## src/rtl/scoreboard_forward_unit_pkg.sv

```systemverilog
// scoreboard_forward_unit_pkg: pipeline stage indices and the shadow slot record shared by the
// decoder, the pipeline controller and the forwarding unit.
package scoreboard_forward_unit_pkg;

  localparam int STAGE_D = 0;
  localparam int STAGE_E = 1;
  localparam int STAGE_M = 2;
  localparam int STAGE_W = 3;

  localparam int PIPE_REG_AW = 5;
  localparam int PIPE_SW     = $clog2(STAGE_W + 2);

  // Slot record at the standard pipeline widths; the unit derives a parametrised twin from it.
  typedef struct packed {
    logic                   valid;
    logic [PIPE_REG_AW-1:0] dest;
    logic [PIPE_SW-1:0]     ready;
  } slotRec_t;

  // Results claiming to be ready outside E..last tracked stage are treated as late as possible.
  function automatic int clampReady(input int ready, input int stages);
    return (ready < 1 || ready > stages) ? stages : ready;
  endfunction

endpackage

```

## src/rtl/scoreboard_forward_unit_operand_resolver.sv

```systemverilog
// scoreboard_forward_unit_operand_resolver: one decode operand port; picks the youngest matching
// in-flight slot and decides between forwarding, register file data or a hazard.
module scoreboard_forward_unit_operand_resolver #(
  parameter int DATA_W = 32,
  parameter int REG_AW = 5,
  parameter int STAGES = 3,
  parameter int SW     = 3
) (
  input  logic [REG_AW-1:0]        addr,
  input  logic [SW-1:0]            need,
  input  logic [DATA_W-1:0]        grf,
  input  logic [STAGES-1:0]        slotValid,
  input  logic [STAGES*REG_AW-1:0] slotDest,
  input  logic [STAGES*SW-1:0]     slotReady,
  input  logic [STAGES*DATA_W-1:0] slotValue,
  input  logic [STAGES-1:0]        slotValueValid,
  output logic [DATA_W-1:0]        value,
  output logic                     hazard,
  output logic                     fwdHit
);

  logic              hit;
  logic              hitValueValid;
  logic [DATA_W-1:0] hitValue;
  logic [SW-1:0]     hitReady;
  logic [SW:0]       hitDistance;
  logic [SW:0]       arrival;

  always_comb begin
    // NOTE: every variable gets a default before the conditional logic, so no path leaves one unassigned and no latch is inferred.
    hit           = 1'b0;
    hitValueValid = 1'b0;
    hitValue      = '0;
    hitReady      = '0;
    hitDistance   = '0;
    // Scan oldest to youngest so a younger duplicate destination overrides an older one.
    for (int i = STAGES - 1; i >= 0; i--) begin
      if (slotValid[i] && slotDest[i*REG_AW +: REG_AW] == addr) begin
        hit           = 1'b1;
        hitValueValid = slotValueValid[i];
        hitValue      = slotValue[i*DATA_W +: DATA_W];
        hitReady      = slotReady[i*SW +: SW];
        hitDistance   = (SW+1)'(i + 1);
      end
    end
  end

  // Stage the producer will have reached when this operand is consumed.
  assign arrival = hitDistance + {1'b0, need};

  always_comb begin
    value  = grf;
    hazard = 1'b0;
    fwdHit = 1'b0;
    if (addr == '0) begin
      value = '0;
    end else if (hit) begin
      if (hitValueValid) begin
        value  = hitValue;
        fwdHit = 1'b1;
      end else begin
        hazard = arrival < {1'b0, hitReady};
      end
    end
  end

endmodule

```

## src/rtl/scoreboard_forward_unit.sv

```systemverilog
// scoreboard_forward_unit: decode-stage hazard and forwarding unit shadowing STAGES in-flight results.
// Define SCOREBOARD_PERF_EN to add saturating stall-cycle and forward-hit counters.
module scoreboard_forward_unit
  import scoreboard_forward_unit_pkg::*;
#(
  parameter int  DATA_W     = 32,
  parameter int  REG_AW     = 5,
  parameter int  STAGES     = 3,
  parameter int  READ_PORTS = 2,
  localparam int SW         = $clog2(STAGES + 2)
) (
  input  logic                         clk,
  input  logic                         reset,
  input  logic                         issue_valid,
  input  logic [REG_AW-1:0]            issue_dest,
  input  logic [SW-1:0]                issue_ready,
  input  logic [READ_PORTS*REG_AW-1:0] rd_addr,
  input  logic [READ_PORTS*SW-1:0]     rd_need,
  input  logic [READ_PORTS*DATA_W-1:0] rd_grf,
  input  logic [STAGES*DATA_W-1:0]     slot_value,
  input  logic [STAGES-1:0]            slot_value_valid,
  input  logic                         hold,
  input  logic                         flush,
  output logic [READ_PORTS*DATA_W-1:0] rd_value,
  output logic                         stall_req,
  output logic [STAGES*REG_AW-1:0]     slot_dest
`ifdef SCOREBOARD_PERF_EN
  ,
  output logic [31:0]                  perf_stall_cycles,
  output logic [31:0]                  perf_forward_hits
`endif
);

  typedef struct packed {
    logic              valid;
    logic [REG_AW-1:0] dest;
    logic [SW-1:0]     ready;
  } slotT;

  slotT                     slots [STAGES];
  slotT                     issueSlot;
  logic [STAGES-1:0]        slotValidVec;
  logic [STAGES*REG_AW-1:0] slotDestVec;
  logic [STAGES*SW-1:0]     slotReadyVec;
  logic [READ_PORTS-1:0]    portHazard;
  logic [READ_PORTS-1:0]    portFwd;

  for (genvar i = 0; i < STAGES; i++) begin : gSlot
    assign slotValidVec[i]                  = slots[i].valid;
    assign slotDestVec[i*REG_AW +: REG_AW]  = slots[i].dest;
    assign slotReadyVec[i*SW +: SW]         = slots[i].ready;
    assign slot_dest[i*REG_AW +: REG_AW]    = slots[i].valid ? slots[i].dest : '0;
  end

  for (genvar p = 0; p < READ_PORTS; p++) begin : gPort
    scoreboard_forward_unit_operand_resolver #(
      .DATA_W (DATA_W),
      .REG_AW (REG_AW),
      .STAGES (STAGES),
      .SW     (SW)
    ) uResolver (
      .addr           (rd_addr[p*REG_AW +: REG_AW]),
      .need           (rd_need[p*SW +: SW]),
      .grf            (rd_grf[p*DATA_W +: DATA_W]),
      .slotValid      (slotValidVec),
      .slotDest       (slotDestVec),
      .slotReady      (slotReadyVec),
      .slotValue      (slot_value),
      .slotValueValid (slot_value_valid),
      .value          (rd_value[p*DATA_W +: DATA_W]),
      .hazard         (portHazard[p]),
      .fwdHit         (portFwd[p])
    );
  end

  assign stall_req = issue_valid && !flush && (|portHazard);

  // A stalled, flushed or non-writing decode instruction enters the shadow as a bubble.
  always_comb begin
    issueSlot = '0;
    if (issue_valid && !stall_req && !flush && issue_dest != '0) begin
      issueSlot.valid = 1'b1;
      issueSlot.dest  = issue_dest;
      issueSlot.ready = SW'(clampReady(int'(issue_ready), STAGES));
    end
  end

  always_ff @(posedge clk or posedge reset) begin
    if (reset) begin
      // NOTE: the shadow is a few flops rather than a RAM, so it is reset; a stale valid bit would fabricate hazards.
      for (int i = 0; i < STAGES; i++) slots[i] <= '0;
    end else if (!hold) begin
      // NOTE: non-blocking assignments make every slot take its neighbour's pre-edge value, giving a true shift.
      for (int i = 1; i < STAGES; i++) slots[i] <= slots[i-1];
      slots[0] <= issueSlot;
    end
  end

`ifdef SCOREBOARD_PERF_EN
  always_ff @(posedge clk or posedge reset) begin
    if (reset) begin
      perf_stall_cycles <= '0;
      perf_forward_hits <= '0;
    end else begin
      if (stall_req && !hold && perf_stall_cycles != '1) perf_stall_cycles <= perf_stall_cycles + 32'd1;
      if ((|portFwd) && perf_forward_hits != '1) perf_forward_hits <= perf_forward_hits + 32'd1;
    end
  end
`else
  logic unusedPortFwd;
  assign unusedPortFwd = ^portFwd;
`endif

endmodule

```

## config.mk

```make
export PLATFORM = sky130hd
export DESIGN_NAME = scoreboard_forward_unit
export DESIGN_NICKNAME = d
export VERILOG_FILES = /design/src/rtl/scoreboard_forward_unit_pkg.sv /design/src/rtl/scoreboard_forward_unit_operand_resolver.sv /design/src/rtl/scoreboard_forward_unit.sv
export SDC_FILE = /design/constraint.sdc
export NUM_CORES = 1
export LEC_CHECK = 0
export CAP_MARGIN = 20
export CELL_PAD_IN_SITES_DETAIL_PLACEMENT = 0
export CELL_PAD_IN_SITES_GLOBAL_PLACEMENT = 1
export CORE_MARGIN = 2
export CORE_UTILIZATION = 28
export DETAILED_ROUTE_END_ITERATION = 16
export GPL_ROUTABILITY_DRIVEN = 0
export GPL_TIMING_DRIVEN = 0
export HOLD_SLACK_MARGIN = 0.06
export PLACE_DENSITY = 0.88
export SETUP_SLACK_MARGIN = 0.5
export SYNTH_ARGS = -nofsm -noshare
export SYNTH_HDL_FRONTEND = slang
export SYNTH_SLANG_ARGS = --single-unit
export TNS_END_PERCENT = 1
```

## constraint.sdc

```tcl
create_clock -name clk -period 16.68 [get_ports clk]
set_clock_uncertainty 0.2 [all_clocks]
set_input_delay 3.336 -clock clk [delete_from_list [all_inputs] [get_ports clk]]
set_output_delay 3.336 -clock clk [all_outputs]
set_load 0.1 [all_outputs]
```

==> summary.md, run 1 <==
| Metric | Value |
|---|---|
| Status | completed |
| Arrival time at the worst endpoint | 9.26 ns |
| Category of the worst setup path capture point | primary output |
| Initial Utilization | 28.40% |
| Slowest cell on the critical path | clkdlybuf4s50_1 |
| Grt met1 use | 29.56% |
| Clock-pin transition on the worst setup and hold timing paths | 0.07 ns |
| Net count reported at finish | 986 |
| Ant. Diodes | 0 |
| Final critical-path share of the clock period | 76.72% |
| Kind of path behind the tightest hold check | reg -> reg |
| Critical Setup Path Class | in -> out |
| Most crowded layer after global routing | met2 |
| Smallest hold slack | 0.3509 ns |
| Num CTS Buffers | 3 |
| Max stage delay on crit path | 1.14 ns |
| Cell count after synthesis | 508 |
| Wire length reported by the detailed router | 20950 um |
| Critical hold path startpoint | slotReadyVec[2]$_DFFE_PP0N_ |
| Sequential fraction of design power | 21.4% |
| Die span in x | 127.5 um |
| Global-route met2 utilization | 44.76% |
| Number of global-route vias before repair | 5808 |
| Share of layout cells above drive strength 1 | 16.35% |
| Fin. Hold Viols | 0 |
| Highest ir drop seen on vdd | 0.05538 mV |
| First-pass GRT wire length | 31730 um |
| First-iteration detailed-routing DRC count | 329 |
| Post-synthesis to final-layout area growth | 71.40% |
| EDFF count, synth | 0 |
| Worst Hold End | slotReadyVec[2]$_DFFE_PP0N_ |
| Capture instance of the worst register-to-register path | slotDestVec[4]$_DFFE_PP0N_ |
| Number of gates on the worst path with buffers counted | 19 |
| Critical Path, Cell by Cell | clkdlybuf4s50_1 -> xor2_1 -> nor4_1 -> and3_1 -> buf_6 -> nor2_4 -> buf_2 -> or2_2 -> ha_1 -> fa_1 -> ha_1 -> o21ai_0 -> o21ai_0 -> a211oi_1 -> o311ai_0 -> o22a_1 -> buf_2 -> nor2_1 -> clkdlybuf4s50_1 |
| CTS resizes | 0 |
| Number of fill cells in the layout | 1431 |
| Highest Clock Rate | 78.14 MHz |
| Setup repair bufs after CTS | 0 |
| Overflow left after global routing | 0 |
| Routed length per placed instance | 21.58 um |
| Adder-cell share of the synthesized area | 3.283% |
| Antenna violations before repair | 0 |
| Post-Syn Area per Cell | 8.404 um^2 |
| Dominant combinational cell family by area after synthesis | compound AO/OA/AOI/OAI gates |
| Cell Rows | 45 |
| Flip-flop cell with the highest count after synthesis | dfrtp_1 |
| Setup repair after global routing missed its margin | no |
| Category of the worst setup path launch point | input pin |
| Root buffer cell | clkbuf_16 |
| Leakage power summed over all cells | 2.842 nW |
| Routed via count | 5598 |
| Top-Level Pins | 272 |
| Simple-gate portion of the synthesized area | 12.10% |
| Multi-input logic area | 3146 um^2 |
| Xor/xnor cell area share of the yosys netlist | 6.565% |
| Worst slew margin relative to its limit | 32.29% |
| Async set or reset register ratio after synthesis | 100.0% |
| Multiplexer area fraction after synthesis | 4.748% |
| Clock insertion delay at the later pin of the skew report | 0.26 ns |
| Sequential standard cell area | 675.6 um^2 |
| Final setup fails | 0 |
| Finished Layout Cells | 971 |
| Share of synthesized area occupied by flip-flops and latches | 15.83% |
| Cell accounting for the most synthesized area | dfrtp_1 |
| Floorplan Core Area | 15030 um^2 |
| Total number of yosys warnings | 0 |
| Yosys top cell area share | 15.83% |
| Setup slack on the worst flop-to-flop path | 11.56 ns |
| First-pass iteration count of the detailed router | 5 |
| Overall die height | 127.5 um |
| Path depth of the worst reg2reg path | 17 |
| Number of vias per cell after detailed routing | 5.765 |
| Die area | 16250 um^2 |
| Gate family responsible for the most delay along the worst path | buffers and inverters |
| Power per cell area | 49.99 nW/um^2 |
| Clock tree from TritonCTS | built |
| Most frequent standard cell in the layout excluding fill and tap cells | clkdlybuf4s50_1 |
| P_int | 192.1 uW |
| CTS Hold Buffers Added | 0 |
| Critical-path maximum fanout | 10 |
| Cell types with the largest area share after synthesis | dfrtp_1 (16%), a221oi_1 (13%), a211o_1 (7.0%) |
| Max_cap viols | 0 |
| Count of H-tree levels built during CTS | 1 |
| Post-placement cell count | 966 |
| Launching point of the worst reg2reg path | slotDestVec[8]$_DFFE_PP0N_ |
| Pins over their slew limit | 0 |
| Number of stages on the worst hold path | 1 |
| Required @ worst endpoint | 13.14 ns |
| Unique cell type count in the Yosys netlist | 52 |
| Pin count of the biggest net entering global routing | 28 |
| Max Buffers Root-to-Sink | 2 |
| Number of port buffers | 270 |
| Number of routed nets with antenna violations | 0 |
| DRC viols | 0 |
| Number of synthesized register bits | 27 |
| Proportion of power drawn by combinational gates | 63.6% |
| Post-route total power | 365.8 uW |
| Sw Pwr | 173.7 uW |
| Buf+Inv Stages, Crit Path | 5 |
| Synth Area in Compound Gates | 46.98% |
| Clk sinks | 27 |
| Synthesized Nets | 710 |
| Most frequent cells in the layout | clkdlybuf4s50_1 (270), a221oi_1 (64), inv_1 (35) |
| Slew at the pin with the worst max-slew slack | 1.012 ns |
| GRT met3 Usage | 2.848% |
| HPWL after DPL | 16680 um |
| Proportion of total power due to net switching | 47.48% |
| Clock network fraction of design power | 15.0% |
| Synthesized area | 4269 um^2 |
| Total Negative Setup Slacks | 0 ns |
| Tot GR Track Use | 24.35% |
| Clock period minus final worst setup slack | 12.80 ns |
[sequential cells by signal, summed over array words and instances (netlist names)]
name          count
slotDestVec      15
slotValidVec      3
slotReadyVec      9
[power groups by stage]
stage                     Combinational (mW)  Clock, mW  Sequential, mW
after global placement                 0.228          0          0.0787
after global routing                   0.243     0.0585          0.0790
after CTS                              0.232     0.0559          0.0780
after detailed placement               0.231          0          0.0793
final                                  0.233     0.0549          0.0781
after floorplan                        0.146          0          0.0766
[cells in the mapped netlist (all sizes together) (7+ instances only)]
cell,number
a221oi,64
buf,32
o221a,32
mux2,18
xor2,19
nor2,20
a21oi,38
a211o,34
and2,16
inv,35
nand2,37
a32o,7
ha,8
clkbuf,26
xnor2,13
dfrtp,27
o21ai,9
a31oi,32
[worst max path at each step]
| stage | start | to | slack, ns |
|---|---|---|---|
| 2_1_floorplan | rd_addr[9] | stall_req | 5.27 |
| 3_5_place_dp | rd_addr[9] | stall_req | 3.93 |
| 6_report | rd_addr[9] | stall_req | 3.88 |
| 5_1_grt | rd_addr[4] | stall_req | 3.58 |
| 3_3_place_gp | rd_addr[9] | stall_req | 3.87 |
| 4_1_cts | rd_addr[9] | stall_req | 3.90 |
[per-stage QoR]
stage / util (%) / worst slack, ns / area [um^2]
finish: 48.67 / 3.882 / 7317
global route: 48.67 / 3.575 / 7317
CTS: 48.49 / 3.897 / 7289
detailed placement: 47.94 / 3.928 / 7207
global placement: 47.94 / 3.868 / 7207
floorplan: - / 5.268 / 4269
[cell type report]
type	instances	share of cell area, %
multi-input cells	388	42.99
clock buffers	3	1.026
plain buffers	58	4.326
repair buffers	271	37.31
inverters	35	1.795
flip-flops and latches	27	9.234
well taps	188	3.215
clock inverters	1	0.1026
[metal layers]
| metal | wire [um] | part of all wire (%) |
|---|---|---|
| met1 | 8354 | 40 |
| met2 | 10580 | 50 |
| met3 | 1374 | 6.6 |
| met4 | 642 | 3.1 |
| met5 | 0 | 0 |
[worst register-to-register path: stages, from the launching register on]
cell and delay (ns):
dfrtp_1 0.45, xor2_1 0.19, nor4_1 0.37, and3_1 0.30
buf_6 0.19, nor2_4 0.10, buf_2 0.21, or2_2 0.31
ha_1 0.22, fa_1 0.47, ha_1 0.27, o21ai_0 0.37
o21ai_0 0.18, a211oi_1 0.31, o311ai_0 0.20, o22a_1 0.23
buf_2 0.17, a32o_1 0.27
[logic make-up (layout without fill, tap and decap cells)]
logic type,after synthesis,count (layout)
xor gates and xnor gates,32,32
adders and majority gates,10,10
AOI/OAI and AO/OA,233,233
and+or+nand+nor,95,95
buffers and inverters,93,368
DFF,27,27
muxes,18,18
Note: power is estimated with default switching activity, not from simulation.
==> run 2: changes to the inputs <==
Settings changed: CORE_UTILIZATION 28 to 26, PLACE_DENSITY 0.88 to 0.82.
Clock period 16.68 ns to 12.15 ns, I/O delays scaled along.
==> summary.md, run 2 (same netlist as run 1, synthesis figures left out) <==
| Metric | Value |
|---|---|
| Path depth of the worst reg2reg path | 17 |
| Wire length reported by the detailed router | 21470 um |
| Ant. Diodes | 0 |
| Pins over their slew limit | 0 |
| Total Negative Setup Slacks | 0 ns |
| First-pass iteration count of the detailed router | 5 |
| Proportion of power drawn by combinational gates | 63.6% |
| Number of vias per cell after detailed routing | 5.743 |
| Cell Rows | 46 |
| Max stage delay on crit path | 1.14 ns |
| Clock tree from TritonCTS | built |
| Category of the worst setup path launch point | input pin |
| Overall die height | 132.1 um |
| Antenna violations before repair | 0 |
| Top-Level Pins | 272 |
| Setup repair after global routing missed its margin | no |
| Number of stages on the worst hold path | 1 |
| Flip-flop count of the largest register, all copies and words added | 15 |
| Overflow left after global routing | 0 |
| Number of fill cells in the layout | 1545 |
| Number of routed nets with antenna violations | 0 |
| Num CTS Buffers | 3 |
| Sequential fraction of design power | 21.3% |
| Initial Utilization | 26.78% |
| Required @ worst endpoint | 9.52 ns |
| Most frequent cells in the layout | clkdlybuf4s50_1 (270), a221oi_1 (64), inv_1 (35) |
| Setup repair bufs after CTS | 0 |
| Final critical-path share of the clock period | 90.67% |
| Slowest cell on the critical path | clkdlybuf4s50_1 |
| Net count reported at finish | 986 |
| First-iteration detailed-routing DRC count | 438 |
| Floorplan Core Area | 15940 um^2 |
| Critical-path maximum fanout | 10 |
| Smallest hold slack | 0.3463 ns |
| CTS resizes | 0 |
| Pin count of the biggest net entering global routing | 28 |
| Worst Hold End | slotReadyVec[6]$_DFFE_PP0N_ |
| CTS Hold Buffers Added | 0 |
| DRC viols | 0 |
| Status | completed |
| Fin area | 7348 um^2 |
| Category of the worst setup path capture point | primary output |
| Buf+Inv Stages, Crit Path | 5 |
| Final cell utilization of the core | 46.09% |
| Most frequent standard cell in the layout excluding fill and tap cells | clkdlybuf4s50_1 |
| Critical hold path startpoint | slotReadyVec[6]$_DFFE_PP0N_ |
| Power per cell area | 68.54 nW/um^2 |
| Arrival time at the worst endpoint | 8.39 ns |
| Multi-input logic area | 3146 um^2 |
| Gate family responsible for the most delay along the worst path | buffers and inverters |
| Post-synthesis to final-layout area growth | 72.13% |
| Slew at the pin with the worst max-slew slack | 1.021 ns |
| Sequential standard cell area | 675.6 um^2 |
| Post-route total power | 503.6 uW |
| Routed via count | 5737 |
| P_int | 264.0 uW |
| Sw Pwr | 239.7 uW |
| Clk sinks | 27 |
| Highest Clock Rate | 90.77 MHz |
| Max Buffers Root-to-Sink | 2 |
| Clock network fraction of design power | 15.2% |
| Kind of path behind the tightest hold check | reg -> reg |
| HPWL after DPL | 16860 um |
| Clock insertion delay at the later pin of the skew report | 0.26 ns |
| Worst slew margin relative to its limit | 31.71% |
| Die span in x | 132.1 um |
| Leakage power summed over all cells | 2.843 nW |
| Critical Path, Cell by Cell | clkdlybuf4s50_1 -> xor2_1 -> nor4_1 -> and3_1 -> buf_6 -> nor2_4 -> buf_2 -> or2_2 -> ha_1 -> fa_1 -> ha_1 -> o21ai_0 -> o21ai_0 -> a211oi_1 -> o311ai_0 -> o22a_1 -> buf_2 -> nor2_1 -> clkdlybuf4s50_1 |
| Count of H-tree levels built during CTS | 1 |
| Launching point of the worst reg2reg path | slotDestVec[8]$_DFFE_PP0N_ |
| Area after DPL | 7242 um^2 |
| First-pass GRT wire length | 33000 um |
| Setup slack on the worst flop-to-flop path | 6.93 ns |
| Capture instance of the worst register-to-register path | slotDestVec[3]$_DFFE_PP0N_ |
| Proportion of total power due to net switching | 47.59% |
| Clock-pin transition on the worst setup and hold timing paths | 0.07 ns |
| Routed length per placed instance | 21.49 um |
| Die area | 17460 um^2 |
| Number of port buffers | 270 |
| Fin. Hold Viols | 0 |
| Highest ir drop seen on vdd | 0.05596 mV |
| Share of layout cells above drive strength 1 | 16.22% |
| Critical Setup Path Class | in -> out |
| Max_cap viols | 0 |
| Number of global-route vias before repair | 5827 |
| Tot GR Track Use | 23.27% |
| Final setup fails | 0 |
| Root buffer cell | clkbuf_16 |
| Clock period minus final worst setup slack | 11.02 ns |
==> run 2: changes by cell type in the layout (fill, tap and decap cells not counted) <==
cell	change
clkbuf_1	+1
clkinvlp_4	-1
==> run 2: cell type report <==
cell class / instances / area share, %
multi-input cells: 388 / 42.81
plain buffers: 58 / 4.308
repair buffers: 271 / 37.15
clock buffers: 4 / 1.073
well taps: 216 / 3.678
flip-flops and latches: 27 / 9.195
inverters: 35 / 1.788
==> run 2: metal layers <==
metal	wire length (um)	vias up	track usage (%)
li1	-	2577	-
met1	8589	2784	28.44
met2	10800	332	42.51
met3	1553	44	3.537
met4	524	0	5.857
met5	0	-	0
==> run 2: worst max-delay path by stage <==
stage               start  cells after the start   endpoint  slack, ns
2_1_floorplan  rd_addr[9]                     17  stall_req       2.55
3_5_place_dp   rd_addr[9]                     19  stall_req       1.15
6_report       rd_addr[9]                     19  stall_req       1.13
3_3_place_gp   rd_addr[9]                     19  stall_req       1.24
5_1_grt        rd_addr[0]                     18  stall_req       0.84
4_1_cts        rd_addr[9]                     19  stall_req       1.11
==> run 2: power by group through the flow <==
stage	registers (mW)	logic, mW	clock network (mW)
after floorplan	0.105	0.201	0
after global placement	0.108	0.314	0
after detailed placement	0.109	0.318	0
after CTS	0.107	0.319	0.0777
after global routing	0.108	0.333	0.0826
final	0.107	0.320	0.0764
==> run 2: worst reg2reg max path, cell delays in order (launching register included) <==
cell,delay (ns)
dfrtp_1,0.46
xor2_1,0.20
nor4_1,0.46
and3_1,0.30
buf_6,0.18
nor2_4,0.09
buf_2,0.21
or2_2,0.32
ha_1,0.22
fa_1,0.48
ha_1,0.29
o21ai_0,0.32
o21ai_0,0.15
a211oi_1,0.33
o311ai_0,0.21
o22a_1,0.24
buf_2,0.18
a32o_1,0.27
==> run 2: metrics by stage <==
stage	worst slack (ns)	std cells
floorplan	2.550	508
global placement	1.237	994
detailed placement	1.153	994
CTS	1.113	998
global route	0.8369	999
finish	1.133	999
